**config.mk**
```make
export PLATFORM = sky130hd
export DESIGN_NAME = limb_serial_adder
export DESIGN_NICKNAME = d
export VERILOG_FILES = /design/src/rtl/limb_serial_adder_pkg.sv /design/src/rtl/adder_8bit.sv /design/src/rtl/limb_serial_adder.sv
export SDC_FILE = /design/constraint.sdc
export NUM_CORES = 2
export LEC_CHECK = 0
export ABC_AREA = 1
export BUFFER_PORTS_ARGS = -buffer_cell sky130_fd_sc_hd__buf_2
export CAP_MARGIN = 20
export CORE_AREA = 2 2 298 300
export CTS_CLUSTER_DIAMETER = 200
export DETAILED_ROUTE_END_ITERATION = 6
export DIE_AREA = 0 0 300 302
export PLACE_DENSITY_LB_ADDON = 0.08
export SLEW_MARGIN = 0
export SYNTH_ARGS = -nofsm -noshare
export SYNTH_HDL_FRONTEND = slang
export SYNTH_SLANG_ARGS = --single-unit
```
**constraint.sdc**
```tcl
create_clock -name iClk -period 1.5 [get_ports iClk]
set_input_delay 0.3 -clock iClk [delete_from_list [all_inputs] [get_ports iClk]]
set_output_delay 0.3 -clock iClk [all_outputs]
set_load 0.1 [all_outputs]
```
**src/rtl/limb_serial_adder_pkg.sv**
```systemverilog
// Shared definitions for the limb-serial multi-precision adder: default
// geometry, limb/counter sizing helpers and the controller state encoding.
package limb_serial_adder_pkg;

  // Default geometry: a 256-bit add streamed as 8-bit limbs.
  localparam int DEF_OPERAND_WIDTH = 256;
  localparam int DEF_LIMB_WIDTH    = 8;
  localparam int N_LIMBS           = DEF_OPERAND_WIDTH / DEF_LIMB_WIDTH;
  localparam int CNT_W             = $clog2(N_LIMBS);

  // Controller states. Encoding is fixed so a checker can decode it directly.
  typedef enum logic [1:0] {
    IDLE = 2'd0,
    RUN  = 2'd1,
    DONE = 2'd2
  } state_t;

  // Number of limbs for a given operand/limb geometry.
  function automatic int calc_n_limbs(input int operand_width, input int limb_width);
    return operand_width / limb_width;
  endfunction

  // Limb counter width for a given operand/limb geometry.
  function automatic int calc_cnt_w(input int operand_width, input int limb_width);
    return $clog2(operand_width / limb_width);
  endfunction

  // Legal geometry: whole limbs only, and at least two of them.
  function automatic bit geometry_ok(input int operand_width, input int limb_width);
    return (limb_width > 0) && (operand_width % limb_width == 0) &&
           (operand_width / limb_width >= 2);
  endfunction

endpackage

```
**src/rtl/adder_8bit.sv**
```systemverilog
// Single-limb carry-lookahead adder. Every carry is formed directly from the
// generate/propagate terms and the carry-in rather than rippling bit to bit.
module adder_8bit #(
  parameter int ADDER_WIDTH = 8
) (
  input  logic [ADDER_WIDTH-1:0] iA,
  input  logic [ADDER_WIDTH-1:0] iB,
  input  logic                   iC,
  output logic [ADDER_WIDTH-1:0] oSum,
  output logic                   oC
);

  logic [ADDER_WIDTH-1:0] gen;
  logic [ADDER_WIDTH-1:0] prop;
  logic [ADDER_WIDTH:0]   carry;
  logic                   acc;
  logic                   pchain;

  // Lookahead carries: c[i+1] = g[i] | p[i]g[i-1] | ... | p[i..0]c0.
  always_comb begin
    gen      = iA & iB;
    prop     = iA ^ iB;
    carry    = '0;
    carry[0] = iC;
    acc      = 1'b0;
    pchain   = 1'b1;
    for (int i = 0; i < ADDER_WIDTH; i++) begin
      acc    = 1'b0;
      pchain = 1'b1;
      for (int j = i; j >= 0; j--) begin
        acc    = acc | (pchain & gen[j]);
        pchain = pchain & prop[j];
      end
      carry[i+1] = acc | (pchain & iC);
    end
    oSum = prop ^ carry[ADDER_WIDTH-1:0];
    oC   = carry[ADDER_WIDTH];
  end

endmodule

```
**src/rtl/limb_serial_adder.sv**
```systemverilog
// Multi-precision adder that streams LIMB_WIDTH-bit limbs, least significant
// first, through one adder_8bit instance, one limb per clock, keeping the
// inter-limb carry in a register.
//
// Handshake: a transfer happens only on a rising edge where valid and ready
// are both high. Input side: iValid/oReady, operands sampled only at that
// edge (iValid while busy is ignored, not queued). Output side: oValid/iReady,
// oSum/oC hold stable while oValid waits for iReady.
module limb_serial_adder
  import limb_serial_adder_pkg::*;
#(
  parameter int OPERAND_WIDTH = DEF_OPERAND_WIDTH,
  parameter int LIMB_WIDTH    = DEF_LIMB_WIDTH
) (
  input  logic                     iClk,
  input  logic                     iRst,
  input  logic                     iValid,
  output logic                     oReady,
  input  logic [OPERAND_WIDTH-1:0] iA,
  input  logic [OPERAND_WIDTH-1:0] iB,
  input  logic                     iC,
  output logic                     oValid,
  input  logic                     iReady,
  output logic [OPERAND_WIDTH-1:0] oSum,
  output logic                     oC
);

  localparam int LIMBS = calc_n_limbs(OPERAND_WIDTH, LIMB_WIDTH);
  localparam int CW    = calc_cnt_w(OPERAND_WIDTH, LIMB_WIDTH);
  localparam logic [CW-1:0] LAST_CNT = CW'(LIMBS - 1);

  // Reject impossible geometries at elaboration time.
  if (!geometry_ok(OPERAND_WIDTH, LIMB_WIDTH)) begin : g_bad_geometry
    $error("limb_serial_adder: OPERAND_WIDTH must be a multiple of LIMB_WIDTH with at least two limbs");
  end
  if (N_LIMBS * DEF_LIMB_WIDTH != DEF_OPERAND_WIDTH || CNT_W != $clog2(N_LIMBS)) begin : g_bad_defaults
    $error("limb_serial_adder_pkg: default geometry is inconsistent");
  end

  // Controller state; state_q is the point to observe for FSM checkers.
  state_t                   state_q;
  state_t                   state_d;

  logic [OPERAND_WIDTH-1:0] a_q;
  logic [OPERAND_WIDTH-1:0] b_q;
  logic [OPERAND_WIDTH-1:0] sum_q;
  logic                     carry_q;
  logic [CW-1:0]            cnt_q;

  logic [LIMB_WIDTH-1:0]    limb_sum;
  logic                     limb_carry;

  // The limb adder sees register outputs only and feeds registers only.
  adder_8bit #(
    .ADDER_WIDTH(LIMB_WIDTH)
  ) u_limb_adder (
    .iA  (a_q[LIMB_WIDTH-1:0]),
    .iB  (b_q[LIMB_WIDTH-1:0]),
    .iC  (carry_q),
    .oSum(limb_sum),
    .oC  (limb_carry)
  );

  // State register; reset wins over everything.
  always_ff @(posedge iClk) begin
    if (iRst) begin
      state_q <= IDLE;
    end else begin
      state_q <= state_d;
    end
  end

  // Next state and handshake outputs.
  always_comb begin
    state_d = state_q;
    oReady  = 1'b0;
    oValid  = 1'b0;
    case (state_q)
      IDLE: begin
        oReady = 1'b1;
        if (iValid) begin
          state_d = RUN;
        end
      end
      RUN: begin
        if (cnt_q == LAST_CNT) begin
          state_d = DONE;
        end
      end
      DONE: begin
        oValid = 1'b1;
        // Leaving DONE only returns to IDLE; a new operand waits for oReady.
        if (iReady) begin
          state_d = IDLE;
        end
      end
      default: begin
        state_d = IDLE;
      end
    endcase
  end

  // Operand/result shift registers, carry register and limb counter.
  always_ff @(posedge iClk) begin
    if (iRst) begin
      a_q     <= '0;
      b_q     <= '0;
      sum_q   <= '0;
      carry_q <= 1'b0;
      cnt_q   <= '0;
    end else begin
      case (state_q)
        IDLE: begin
          if (iValid) begin
            a_q     <= iA;
            b_q     <= iB;
            carry_q <= iC;
            cnt_q   <= '0;
          end
        end
        RUN: begin
          // Each limb result enters at the top; after LIMBS shifts limb 0
          // has reached the bottom of the result register.
          sum_q   <= {limb_sum, sum_q[OPERAND_WIDTH-1:LIMB_WIDTH]};
          a_q     <= a_q >> LIMB_WIDTH;
          b_q     <= b_q >> LIMB_WIDTH;
          carry_q <= limb_carry;
          cnt_q   <= cnt_q + CW'(1);
        end
        default: begin
        end
      endcase
    end
  end

  assign oSum = sum_q;
  assign oC   = carry_q;

endmodule

```
==> results.sh <==
export IMPL_run_status="finished, violations left"
export IMPL_failing_checks="negative setup slack"
export IMPL_area_growth_pct=80.2
export IMPL_floorplan_die_width_um=300
export IMPL_core_area_um2=87600
export IMPL_place_port_buffers=775
export IMPL_worst_setup_hold_path_clk_slew_ns=0.06
export IMPL_final_util_pct=60.2
export IMPL_worst_slew_margin_rel_pct=73.7
export IMPL_setup_worst_path_end_class="flip-flop"
export IMPL_ir_worst_vdd_mv=0.945
export IMPL_routed_wire_length_per_instance_um=21.0
export IMPL_drt_pre_antenna_iters=5
export IMPL_final_layout_size_suffix_gt1_share_pct=36.2
export IMPL_cts_root_buffer="sky130_fd_sc_hd__clkbuf_16"
export IMPL_timing_worst_slew_pin_value_ns=0.395
export IMPL_finClkSkew_ns=0.0272
export IMPL_finalHoldViolations=0
export IMPL_gp_congestion=0.856
export IMPL_maxSlewViolCount=0
export IMPL_critical_path_startpoint_type="flip-flop"
export IMPL_ff2ff_path_depth=10
export IMPL_grt_start_max_net_pins=86
export IMPL_timing_worst_setup_path_type="flip-flop to flip-flop"
export IMPL_mostFrequentLayoutCell="sky130_fd_sc_hd__buf_2"
export IMPL_multi_input_gate_area_um2=13100
export IMPL_fin_ws_ns=-0.272
export IMPL_post_synth_instance_area_um2=29200
export IMPL_cap_viol_max_count=0
export IMPL_setup_violations_final=786
export IMPL_critical_path_max_fanout=23
export IMPL_min_period_ns=1.77
export IMPL_net_total_in_the_final_layout=5557
export IMPL_synth_nets=4089
export IMPL_synth_area_top_cells="sky130_fd_sc_hd__dfxtp_1 (53%), sky130_fd_sc_hd__o22ai_1 (11%), sky130_fd_sc_hd__a21oi_1 (9.0%), sky130_fd_sc_hd__o21ai_0 (8.6%), sky130_fd_sc_hd__nor2_1 (6.6%)"
export IMPL_place_hpwl_mm=80.3
export IMPL_fin_total_pwr_mw=65.4
export IMPL_routed_via_density=5.27
export IMPL_leakage_nw=22.1
export IMPL_yosysTopAreaCell="sky130_fd_sc_hd__dfxtp_1"
export IMPL_cp_required_ns=2.06
export IMPL_synth_distinct_cells=27
export IMPL_synth_async_sr_flop_share_pct=0
export IMPL_synth_seq_cells=776
export IMPL_grt_antenna_before_repair=28
export IMPL_global_route_wire_length_before_repair_mm=193
export IMPL_initial_cell_density_of_the_core_pct=33.4
export IMPL_via_count=33118
export IMPL_yosysTopAreaCellShare_pct=53.1
export IMPL_pwr_density_cell_nw_per_um2=1240
export IMPL_clock_latency_ns=0.65
export IMPL_placement_rows=109
export IMPL_number_of_i_o_pins=776
export IMPL_initialDrtViolationCount=2153
export IMPL_clock_fmax_mhz=564
export IMPL_first_global_vias=33197
export IMPL_fillers=7435
export IMPL_remaining_drc_errors=0
export IMPL_average_cell_area_after_synthesis_um2=8.21
export IMPL_grt_remaining_overflow=0
export IMPL_worst_hold_path_num_cells=3
export IMPL_cts_sink_count=776
export IMPL_htreeDepth=3
export IMPL_register_area_um2=16200
export IMPL_cts_tree="built"
export IMPL_yosys_warnings=0
export IMPL_layout_worst_path_cycle_share_pct=118
export IMPL_yosysSeqAreaShare_pct=53.1
export IMPL_globalRouteTotalUtil_pct=27.0
export IMPL_postSynthCellCount=3561
export IMPL_tritoncts_num_buffers=88
export IMPL_edff_count_synth=0
export IMPL_mostFrequentLayoutCells="sky130_fd_sc_hd__buf_2 (517), sky130_fd_sc_hd__dfxtp_1 (515), sky130_fd_sc_hd__nor2_1 (506), sky130_fd_sc_hd__a21oi_1 (480), sky130_fd_sc_hd__dlygate4sd3_1 (471)"
export IMPL_cp_arrival_ns=2.33
export IMPL_die_height_um=302
export IMPL_worst_hold_path_type="primary input to flip-flop"
export IMPL_totalWireLength_mm=132
export IMPL_die_area_um2=90600
export IMPL_rsz_0062_raised_after_global_routing="true"
export IMPL_ant_nets=0
export IMPL_ys_flop_type="sky130_fd_sc_hd__dfxtp_1"
export IMPL_cts_buffer_depth=3
[critical path: stages, from the launching register on]
cell                      delay (ns)
sky130_fd_sc_hd__dfxtp_4        0.35
sky130_fd_sc_hd__buf_6          0.12
sky130_fd_sc_hd__inv_8          0.04
sky130_fd_sc_hd__nor2_4         0.15
sky130_fd_sc_hd__buf_6          0.14
sky130_fd_sc_hd__buf_6          0.13
sky130_fd_sc_hd__buf_12         0.16
sky130_fd_sc_hd__buf_12         0.17
sky130_fd_sc_hd__buf_16         0.17
sky130_fd_sc_hd__o21ai_0        0.11
sky130_fd_sc_hd__nor2_1         0.13
[registers in the layout (all words and copies together) (netlist names)]
signal   count
b_q        256
cnt_q        5
oC           1
a_q        256
state_q      2
oSum       256
[per-layer routing]
metal,routed length [µm],share of wire (%),vias to the layer above,global-route usage (%)
li1,-,-,15889,-
met1,53400,40,15793,32.6
met2,65500,50,1135,46.5
met3,8370,6.3,289,6.05
met4,4960,3.7,12,10.7
met5,71,0.054,-,0
[through the flow]
step / worst slack (ns) / hold slack, ns / cells / area [µm²] / TNS [ns]
6_report: -0.272 / 0.0151 / 6286 / 52700 / -108.46
5_1_grt: -0.345 / 0.00351 / 6278 / 52700 / -173.77
4_1_cts: -0.294 / 0.000500 / 6214 / 50700 / -78.50
3_5_place_dp: -0.150 / 0.454 / 5337 / 36100 / -18.70
3_3_place_gp: -0.155 / 0.449 / 5337 / 36100 / -11.61
2_1_floorplan: -0.0189 / 0.441 / 3561 / 29300 / -1.51
[synthesized netlist by cell type (10+ instances only)]
cell	instances
sky130_fd_sc_hd__dfxtp_1	776
sky130_fd_sc_hd__a21oi_1	527
sky130_fd_sc_hd__nor2_1	513
sky130_fd_sc_hd__o21ai_0	502
sky130_fd_sc_hd__o22ai_1	496
sky130_fd_sc_hd__o21ai_1	249
sky130_fd_sc_hd__clkbuf_1	227
sky130_fd_sc_hd__buf_2	123
sky130_fd_sc_hd__nand2_1	68
sky130_fd_sc_hd__inv_1	20
sky130_fd_sc_hd__nand3_1	13
sky130_fd_sc_hd__buf_4	12
sky130_fd_sc_hd__ha_1	10
[cell type report]
cell class / count / share of cell area, %
antenna: 28 / 0.133
clock buffer: 123 / 4.71
clock inverter: 31 / 0.753
inverter: 24 / 0.273
multi-input combinational: 2395 / 24.8
sequential: 776 / 30.8
tap: 1165 / 2.77
timing repair buffer: 1743 / 35.7
timing repair inverter: 1 / 0.0166
[power breakdown]
part           internal (mW)  switching [mW]  leakage, nW  total (mW)
Clock                   12.8            9.10         1.43        21.9
Combinational           8.27            10.6         14.1        18.8
Sequential              22.9            1.81         6.57        24.7
[worst paths after layout]
path,to,startpoint,slack (ns)
max,oSum[39]$_SDFFE_PP0P_,state_q[0]$_SDFFE_PP0P_,-0.27
min,a_q[0]$_SDFFE_PP0P_,iA[0],0.02
max reg2reg,oSum[39]$_SDFFE_PP0P_,state_q[0]$_SDFFE_PP0P_,-0.27
min reg2reg,b_q[252]$_SDFFE_PP0P_,b_q[252]$_SDFFE_PP0P_,0.46
[what timing repair did]
item	in CTS	in global routing
hold buffers	471	0
pin swaps	48	82
buffers inserted	224	15
gates resized for setup	1404	263
hold endpoints to repair	471	0
endpoints found under the setup margin	754	1001
cloned	28	31
[cell families after synthesis]
logic type	share of synthesized area (%)
flip-flops	53.1
AO/OA/AOI/OAI	32.6
AND/OR/NAND/NOR	7.90
buffers and inverters	5.77
XOR/XNOR	0.0599
adder cells (fa/ha/maj)	0.497
Power figures use the tool's default switching activity.
